--- src/rtl/serial_subtractor_ctrl_pkg.sv ---
// Shared definitions for the bit-serial subtractor: FSM encoding, default width
// and the counter-width helper.
package serial_subtractor_ctrl_pkg;

  localparam int WIDTH_DEFAULT = 8;

  typedef enum logic [1:0] {
    IDLE = 2'd0,
    RUN  = 2'd1,
    DONE = 2'd2
  } state_e;

  // Counter must hold the value WIDTH without wrapping.
  function automatic int cnt_width(input int w);
    return $clog2(w + 1);
  endfunction

endpackage

--- src/rtl/serial_subtractor_ctrl_if.sv ---
// Request/result bundle of the serial subtractor; master drives operands,
// slave (the controller) returns status and result.
interface serial_subtractor_ctrl_if
  import serial_subtractor_ctrl_pkg::*;
#(
  parameter int WIDTH = WIDTH_DEFAULT
);
  logic             start;
  logic [WIDTH-1:0] a;
  logic [WIDTH-1:0] b;
  logic             busy;
  logic             done;
  logic [WIDTH-1:0] diff;
  logic             bout;

  modport master (output start, a, b, input busy, done, diff, bout);
  modport slave  (input start, a, b, output busy, done, diff, bout);
endinterface

--- src/rtl/full_subtractor.sv ---
// One-bit full subtractor assembled from two half subtractors; the borrow out
// is the OR of the two stage borrows.
module full_subtractor (
  input  logic ai,
  input  logic bi,
  input  logic bin,
  output logic d,
  output logic bout
);
  logic d1, b1, b2;

  half_subtractor u_hs0 (.x(ai), .y(bi),  .d(d1), .b(b1));
  half_subtractor u_hs1 (.x(d1), .y(bin), .d(d),  .b(b2));

  assign bout = b1 | b2;
endmodule

module half_subtractor (
  input  logic x,
  input  logic y,
  output logic d,
  output logic b
);
  assign d = x ^ y;
  assign b = ~x & y;
endmodule

--- src/rtl/serial_subtractor_ctrl.sv ---
// Bit-serial a - b controller: captures operands, processes one bit per clock
// LSB first, and publishes diff/bout only when the last bit is done.
module serial_subtractor_ctrl
  import serial_subtractor_ctrl_pkg::*;
#(
  parameter int WIDTH = WIDTH_DEFAULT
) (
  input  logic                     clk,
  input  logic                     rst_n,
  serial_subtractor_ctrl_if.slave  bus
);
  localparam int            CW   = cnt_width(WIDTH);
  localparam logic [CW-1:0] LAST = CW'(WIDTH - 1);

  state_e           state_q, state_d;
  logic [WIDTH-1:0] a_sh_q, a_sh_d;
  logic [WIDTH-1:0] b_sh_q, b_sh_d;
  logic [WIDTH-1:0] res_q, res_d;
  logic [WIDTH-1:0] diff_q, diff_d;
  logic             br_q, br_d;
  logic             bout_q, bout_d;
  logic [CW-1:0]    cnt_q, cnt_d;
  logic             d_bit, br_nxt, last_bit;

  full_subtractor u_fs (
    .ai  (a_sh_q[0]),
    .bi  (b_sh_q[0]),
    .bin (br_q),
    .d   (d_bit),
    .bout(br_nxt)
  );

  assign last_bit = (cnt_q == LAST);

  always_ff @(posedge clk or negedge rst_n) begin
    if (!rst_n) state_q <= IDLE;
    else        state_q <= state_d;
  end

  always_comb begin
    state_d = state_q;
    case (state_q)
      IDLE:    if (bus.start) state_d = RUN;
      RUN:     if (last_bit)  state_d = DONE;
      DONE:    state_d = IDLE;
      default: state_d = IDLE;
    endcase
  end

  always_comb begin
    bus.busy = (state_q == RUN);
    bus.done = (state_q == DONE);
    bus.diff = diff_q;
    bus.bout = bout_q;
  end

  // Datapath: result bits enter at the MSB so the LSB lands in bit 0 at the end.
  always_comb begin
    a_sh_d = a_sh_q;
    b_sh_d = b_sh_q;
    res_d  = res_q;
    diff_d = diff_q;
    br_d   = br_q;
    bout_d = bout_q;
    cnt_d  = cnt_q;
    case (state_q)
      IDLE: begin
        if (bus.start) begin
          a_sh_d = bus.a;
          b_sh_d = bus.b;
          res_d  = '0;
          br_d   = 1'b0;
          cnt_d  = '0;
        end
      end
      RUN: begin
        a_sh_d           = a_sh_q >> 1;
        b_sh_d           = b_sh_q >> 1;
        res_d            = res_q >> 1;
        res_d[WIDTH-1]   = d_bit;
        br_d             = br_nxt;
        cnt_d            = cnt_q + CW'(1);
        if (last_bit) begin
          diff_d = res_d;
          bout_d = br_nxt;
        end
      end
      default: ;
    endcase
  end

  always_ff @(posedge clk or negedge rst_n) begin
    if (!rst_n) begin
      a_sh_q <= '0;
      b_sh_q <= '0;
      res_q  <= '0;
      diff_q <= '0;
      br_q   <= 1'b0;
      bout_q <= 1'b0;
      cnt_q  <= '0;
    end else begin
      a_sh_q <= a_sh_d;
      b_sh_q <= b_sh_d;
      res_q  <= res_d;
      diff_q <= diff_d;
      br_q   <= br_d;
      bout_q <= bout_d;
      cnt_q  <= cnt_d;
    end
  end

endmodule

--- src/flat_wrapper.sv ---
// flat-port wrapper written by rule: the top's interface ports become plain ports
module serial_subtractor_ctrl_flat import serial_subtractor_ctrl_pkg::*;
#(
  parameter int WIDTH = WIDTH_DEFAULT
)
  (clk, rst_n, bus_start, bus_a, bus_b, bus_busy, bus_done, bus_diff, bus_bout);
  serial_subtractor_ctrl_if #(.WIDTH(WIDTH)) bus_i ();
  input  logic clk;
  input  logic rst_n;
  input wire logic [$bits(bus_i.start)-1:0] bus_start;
  input wire logic [$bits(bus_i.a)-1:0] bus_a;
  input wire logic [$bits(bus_i.b)-1:0] bus_b;
  output wire logic [$bits(bus_i.busy)-1:0] bus_busy;
  output wire logic [$bits(bus_i.done)-1:0] bus_done;
  output wire logic [$bits(bus_i.diff)-1:0] bus_diff;
  output wire logic [$bits(bus_i.bout)-1:0] bus_bout;
  assign bus_i.start = bus_start;
  assign bus_i.a = bus_a;
  assign bus_i.b = bus_b;
  assign bus_busy = bus_i.busy;
  assign bus_done = bus_i.done;
  assign bus_diff = bus_i.diff;
  assign bus_bout = bus_i.bout;
  serial_subtractor_ctrl #(.WIDTH(WIDTH)) u_core (.clk(clk), .rst_n(rst_n), .bus(bus_i));
endmodule
--- config.mk ---
export PLATFORM = sky130hd
export DESIGN_NAME = serial_subtractor_ctrl_flat
export DESIGN_NICKNAME = d
export VERILOG_FILES = /design/src/rtl/serial_subtractor_ctrl_pkg.sv /design/src/rtl/serial_subtractor_ctrl_if.sv /design/src/rtl/full_subtractor.sv /design/src/rtl/serial_subtractor_ctrl.sv /design/src/flat_wrapper.sv
export SDC_FILE = /design/constraint.sdc
export NUM_CORES = 1
export LEC_CHECK = 0
export CORE_MARGIN = 1.5
export CORE_UTILIZATION = 55
export CTS_CLUSTER_DIAMETER = 50
export DETAILED_ROUTE_END_ITERATION = 12
export PLACE_DENSITY = 0.83
export SYNTH_ARGS = -nofsm -noshare
export SYNTH_HDL_FRONTEND = slang
export SYNTH_SLANG_ARGS = --single-unit
--- constraint.sdc ---
create_clock -name clk -period 3.3 [get_ports clk]
set_input_delay 0.66 -clock clk [delete_from_list [all_inputs] [get_ports clk]]
set_output_delay 0.66 -clock clk [all_outputs]
set_load 0.01 [all_outputs]
### Yosys cells after proc, flatten, opt, wreduce, memory -nomap -nowiden

Cells that the tools add are included.

* register bits: 40
* input port bits: 19

* add/sub/neg operators: 1
* equal/unequal tests: 5
* mux-type cells: 13
* bitwise gates (word level): 7
* reductions and logical operators: 5

Operators by type and width (number)
* 8-bit case mux with 2 select lines: 3
* 8-bit two-way mux: 3
* 4-bit case mux with 2 select lines: 1
* 2-bit AND reduction: 3
* 4-bit by 1-bit adder with 4-bit output, second input constant: 1
* 4-bit by 3-bit equality test with 1-bit output, second input constant: 1
* 2-bit two-way mux: 2
* 4-bit two-way mux: 1
* 2-bit case mux with 2 select lines: 1
* 1-bit AND: 2
* 2-bit by 1-bit equality test with 1-bit output, second input constant: 1
* 2-bit equality test, second input constant: 1
* 2-bit logical NOT: 1
* 2-bit by 1-bit != test with 1-bit output, second input constant: 1
* 2-bit != test, second input constant: 1
* 1-bit NOT: 2
* 1-bit case mux with 2 select lines: 1
* 2-bit nonzero test: 1
* 1-bit bitwise XOR: 2
* 1-bit two-way mux: 1
* 1-bit OR: 1

### Depth between registers and ports, before layout

* word-level depth: 5
* mapped depth: 5

### Hierarchy

A second synthesis with hierarchy kept.

* cell total of the unflattened synthesis: 137
* area, all modules: 1661.6 um^2

Modules (own cells, without submodules)
* serial_subtractor_ctrl: instances 1, cells an instance 130, area an instance 1615.3 um^2, seq. area each 975.9 um^2
* half_subtractor: instances 2, cells an instance 3, area an instance 20.0 um^2, seq. area each 0.0 um^2
* full_subtractor: instances 1, cells an instance 1, area an instance 6.3 um^2, seq. area each 0.0 um^2

### Least setup slack after synthesis

OpenSTA, ideal clock, no wires.

* path kind: reg2out
* from: register u_core.state_q[1]
* to: output port bus_done
* arrival time: 0.979 ns
* path slack: 1.661 ns
* cell stages (with the launch flop): 4
* buffers on the path: 2
* cells stage by stage: dfrtp_1 -> buf_2 -> clkbuf_1 -> nor2b_1

* cells in the longest elaborated chain, start to end: 1

RTL lines
* start: declaration: RTL line serial_subtractor_ctrl.sv:15 `state_e state_q, state_d;`
* start signal: assignment: RTL line serial_subtractor_ctrl.sv:37 `else state_q <= state_d;`
* 2-bit equality test: RTL line serial_subtractor_ctrl.sv:52 `bus.done = (state_q == DONE);`
* end: declaration: RTL line flat_wrapper.sv:14 `output wire logic [$bits(bus_i.done)-1:0] bus_done;`

Every way passes these cells.

### Worst setup path after layout

* from: register u_core.state_q[1]
* to: output port bus_busy

* cells in the longest elaborated chain, start to end: 1

RTL lines
* 2-bit by 1-bit equality test with 1-bit output: RTL line serial_subtractor_ctrl.sv:51 `bus.busy = (state_q == RUN);`
* end: declaration: RTL line flat_wrapper.sv:13 `output wire logic [$bits(bus_i.busy)-1:0] bus_busy;`

Every way passes these cells.

==> results.toml <==
[grt]
wire_length_of_the_first_global_routing_pass_um = 5490
grt_max_degree = 40
groute.usage.overall = 0.220
grt.overflow.total = 0
grt_antenna_before_repair = 0
via_count_of_the_first_global_routing_pass = 1165

[drt]
routed-via-count = 1278
drt-initial-drc-count = 35
route.detailed.wl_per_inst_um = 15.6
detail_route.vias_per_cell = 6.09
drtPass1Iterations = 5
post-route-drc-count = 0
antenna_violating_nets_post_route = 0
routed_wirelength_um = 3280

[clocking]
clock_transition_time_at_the_flip_flop_clock_pins_of_the_worst_setup_and_hold_paths_ns = 0.12
cts_max_path_buffers = 2
post_cts_resized = 0
clock_sinks = 39
ctsHoldBuffers = 0
cts_setup_buffers = 0
clock_tree.root_cell = "clkbuf_4"
cts-buffers-inserted = 5
clk_latency_ns = 0.36
h_tree_lvls = 2
tritoncts = "yes"

[timing]
finalCritPeriodShare = 0.811
rsz0062_at_grt = "no"
period_minus_slack_ns = 2.67
final_critical_path_setup_slack_ns = 0.625
fin_worst_skew_ns = 0.0116
worst_pin_slew_ns = 0.853
timing.setup.tns_ns = 0
hold_viol = 0
final_report_max_slew_violation_count = 0
report.final.setup_viol = 0
worst_slew_margin_rel = 0.431
fmaxAchievable_mhz = 374

[worst_setup_path]
nature_of_the_critical_path_endpoint = "primary output"
critPathArrivalTime_ns = 2.01
critical_path.max_fanout = 21
timing.critical_path.required_ns = 2.64
setup.worst_path.class = "register to primary output"
setup.worst_path.start_class = "register"

[die]
io_pins = 30
placeableCoreArea_mm2 = 0.00283
fp.dieH_um = 58.3
num_rows = 19
design.die.area_mm2 = 0.00340
initial_core_util = 0.595
fp.dieW_um = 58.3

[cells_and_area]
finalNetCount = 199
layout_cell_share_with_drive_strength_beyond_1 = 0.123
layout.cell_area.non_filler_mm2 = 0.00208
syn_to_final_growth_pct = 23.4
fillerInstances = 207
antenna_cells = 0

[power]
power.combinational.fraction = 0.353
power.sequential.fraction = 0.461
static-leakage-power_nw = 0.889
power_report.internal_total_mw = 1.15
maximum_resistive_drop_on_vdd_v = 0.000538
pwr-share-clk = 0.186
power.density_mw_per_mm2 = 833
switching_share = 0.334
net_switching_power_figure_mw = 0.579

[place]
hpwlAfterDp_um = 2170
place_area_mm2 = 0.00200
placement.io_buffers = 29
placer_congestion_estimate = 0.728
place_worst_setup_slack_ns = 0.869

[job]
maxCapViolCount = 0

[logic_synthesis]
synth_top_flop_cell = "dfrtp_1"
combined_area_of_all_synthesized_cells_mm2 = 0.00168
syn_area_per_cell_um2 = 11.5
yosys.area.top_type_share = 0.579
synth_area_leaders = "dfrtp_1, a22oi_1, mux2_2"
number_of_distinct_standard_cells_referenced_by_the_synthesized_netlist = 25
yosysTopAreaCell = "dfrtp_1"
yosysSeqAreaShare = 0.579
async_flop_share = 1.00
synthesized_net_count = 168
synth_enable_flop_cells = 0
yosys.cell_count.top_type = "dfrtp_1"
synthesis.instances = 147
synth_seq_cells = 39
ys_warn_count = 0
commonest_cells_in_the_synthesized_netlist = "dfrtp_1, o21ai_0, a22oi_1"

[status]
run_status = "finished clean"

[min_path]
class_of_the_tightest_hold_or_removal_check = "input pin to asynchronous set/reset pin"
==> worst paths after layout <==
path / slack (ns) / cells past startpoint / to / start
max: 0.63 / 3 / bus_busy / u_core.state_q[1]
min: 0.39 / 1 / u_core.a_sh_q[1] / rst_n
max reg2reg: 1.36 / 3 / u_core.bus.diff[6] / u_core.state_q[1]
min reg2reg: 0.50 / 2 / u_core.b_sh_q[1] / u_core.b_sh_q[1]
max in group asynchronous: 2.37 / 1 / u_core.res_q[5] / rst_n
min in group clk: 0.50 / 2 / u_core.b_sh_q[1] / u_core.b_sh_q[1]
==> per-stage QoR <==
stage,hold slack (ns),std cells,power (mW),utilization
global placement,0.465,202,1.38,0.706
CTS,0.403,210,1.74,0.735
finish,0.393,210,1.73,0.735
detailed placement,0.476,202,1.42,0.706
floorplan,0.364,147,1.17,-
global route,0.445,210,1.85,0.735
==> state kept, by name, indices dropped and copies added (netlist names) <==
| signal | flops |
|---|---|
| u_core.b_sh_q | 8 |
| u_core.a_sh_q | 8 |
| u_core.state_q | 2 |
| u_core.cnt_q | 4 |
| u_core.bus.bout | 1 |
| u_core.br_q | 1 |
| u_core.bus.diff | 8 |
| u_core.res_q | 7 |
==> final cells by class <==
cell class	instances	area [um2]	share of cell area
clock buffer	5	37.5	0.0181
tap	31	38.8	0.0187
sequential	39	976	0.470
multi-input combinational	95	656	0.315
inverter	5	18.8	0.00903
timing repair buffer	32	308	0.148
clock inverter	3	43.8	0.0211
==> critical path, stage by stage (launching register included) <==
cell and delay, ns:
dfrtp_1 0.75, nand2b_2 0.30, clkinv_1 0.12, clkdlybuf4s50_1 0.49
==> power by group through the flow <==
stage	clock, mW	sequential (mW)	combinational (mW)
floorplan	0	0.788	0.380
global placement	0	0.793	0.588
detailed placement	0	0.806	0.614
CTS	0.330	0.796	0.615
global route	0.349	0.821	0.676
finish	0.322	0.799	0.610
==> layer usage <==
metal,vias to the layer above,track usage,share of wire
li1,593,-,-
met1,635,0.305,0.46
met2,44,0.321,0.46
met3,6,0.0725,0.063
met4,0,0.0897,0.018
met5,-,0,0
==> cell usage in the layout (no fill, tap or decap) <==
| cell | n |
|---|---|
| nand2_1 | 11 |
| fa_1 | 1 |
| a21oi_1 | 10 |
| nand3_1 | 1 |
| nor2_1 | 1 |
| o22ai_1 | 1 |
| a31oi_1 | 1 |
| nand2b_2 | 1 |
| bufinv_16 | 1 |
| dfrtp_1 | 39 |
| mux2i_1 | 2 |
| inv_1 | 4 |
| ha_1 | 1 |
| o21bai_1 | 1 |
| clkinv_4 | 1 |
| a22o_1 | 9 |
| a2bb2oi_1 | 1 |
| o21ai_0 | 17 |
| clkdlybuf4s50_1 | 28 |
| nor2b_1 | 12 |
| nor3_4 | 1 |
| clkbuf_4 | 5 |
| clkinv_2 | 1 |
| a22oi_1 | 14 |
| nand2b_1 | 1 |
| clkinv_1 | 1 |
| buf_4 | 3 |
| mux2_2 | 8 |
| buf_2 | 1 |
| a41oi_1 | 1 |
==> kinds of logic (layout without fill, tap and decap cells) <==
kind of cell	Yosys count	after routing	synth area share
AOI/OAI and AO/OA	55	55	0.212
DFF	39	39	0.579
and+or+nand+nor	28	28	0.0929
buffers and inverters	13	45	0.0312
muxes	10	10	0.0654
adders and majority gates	2	2	0.0193
(Power assumes the default switching activity.)
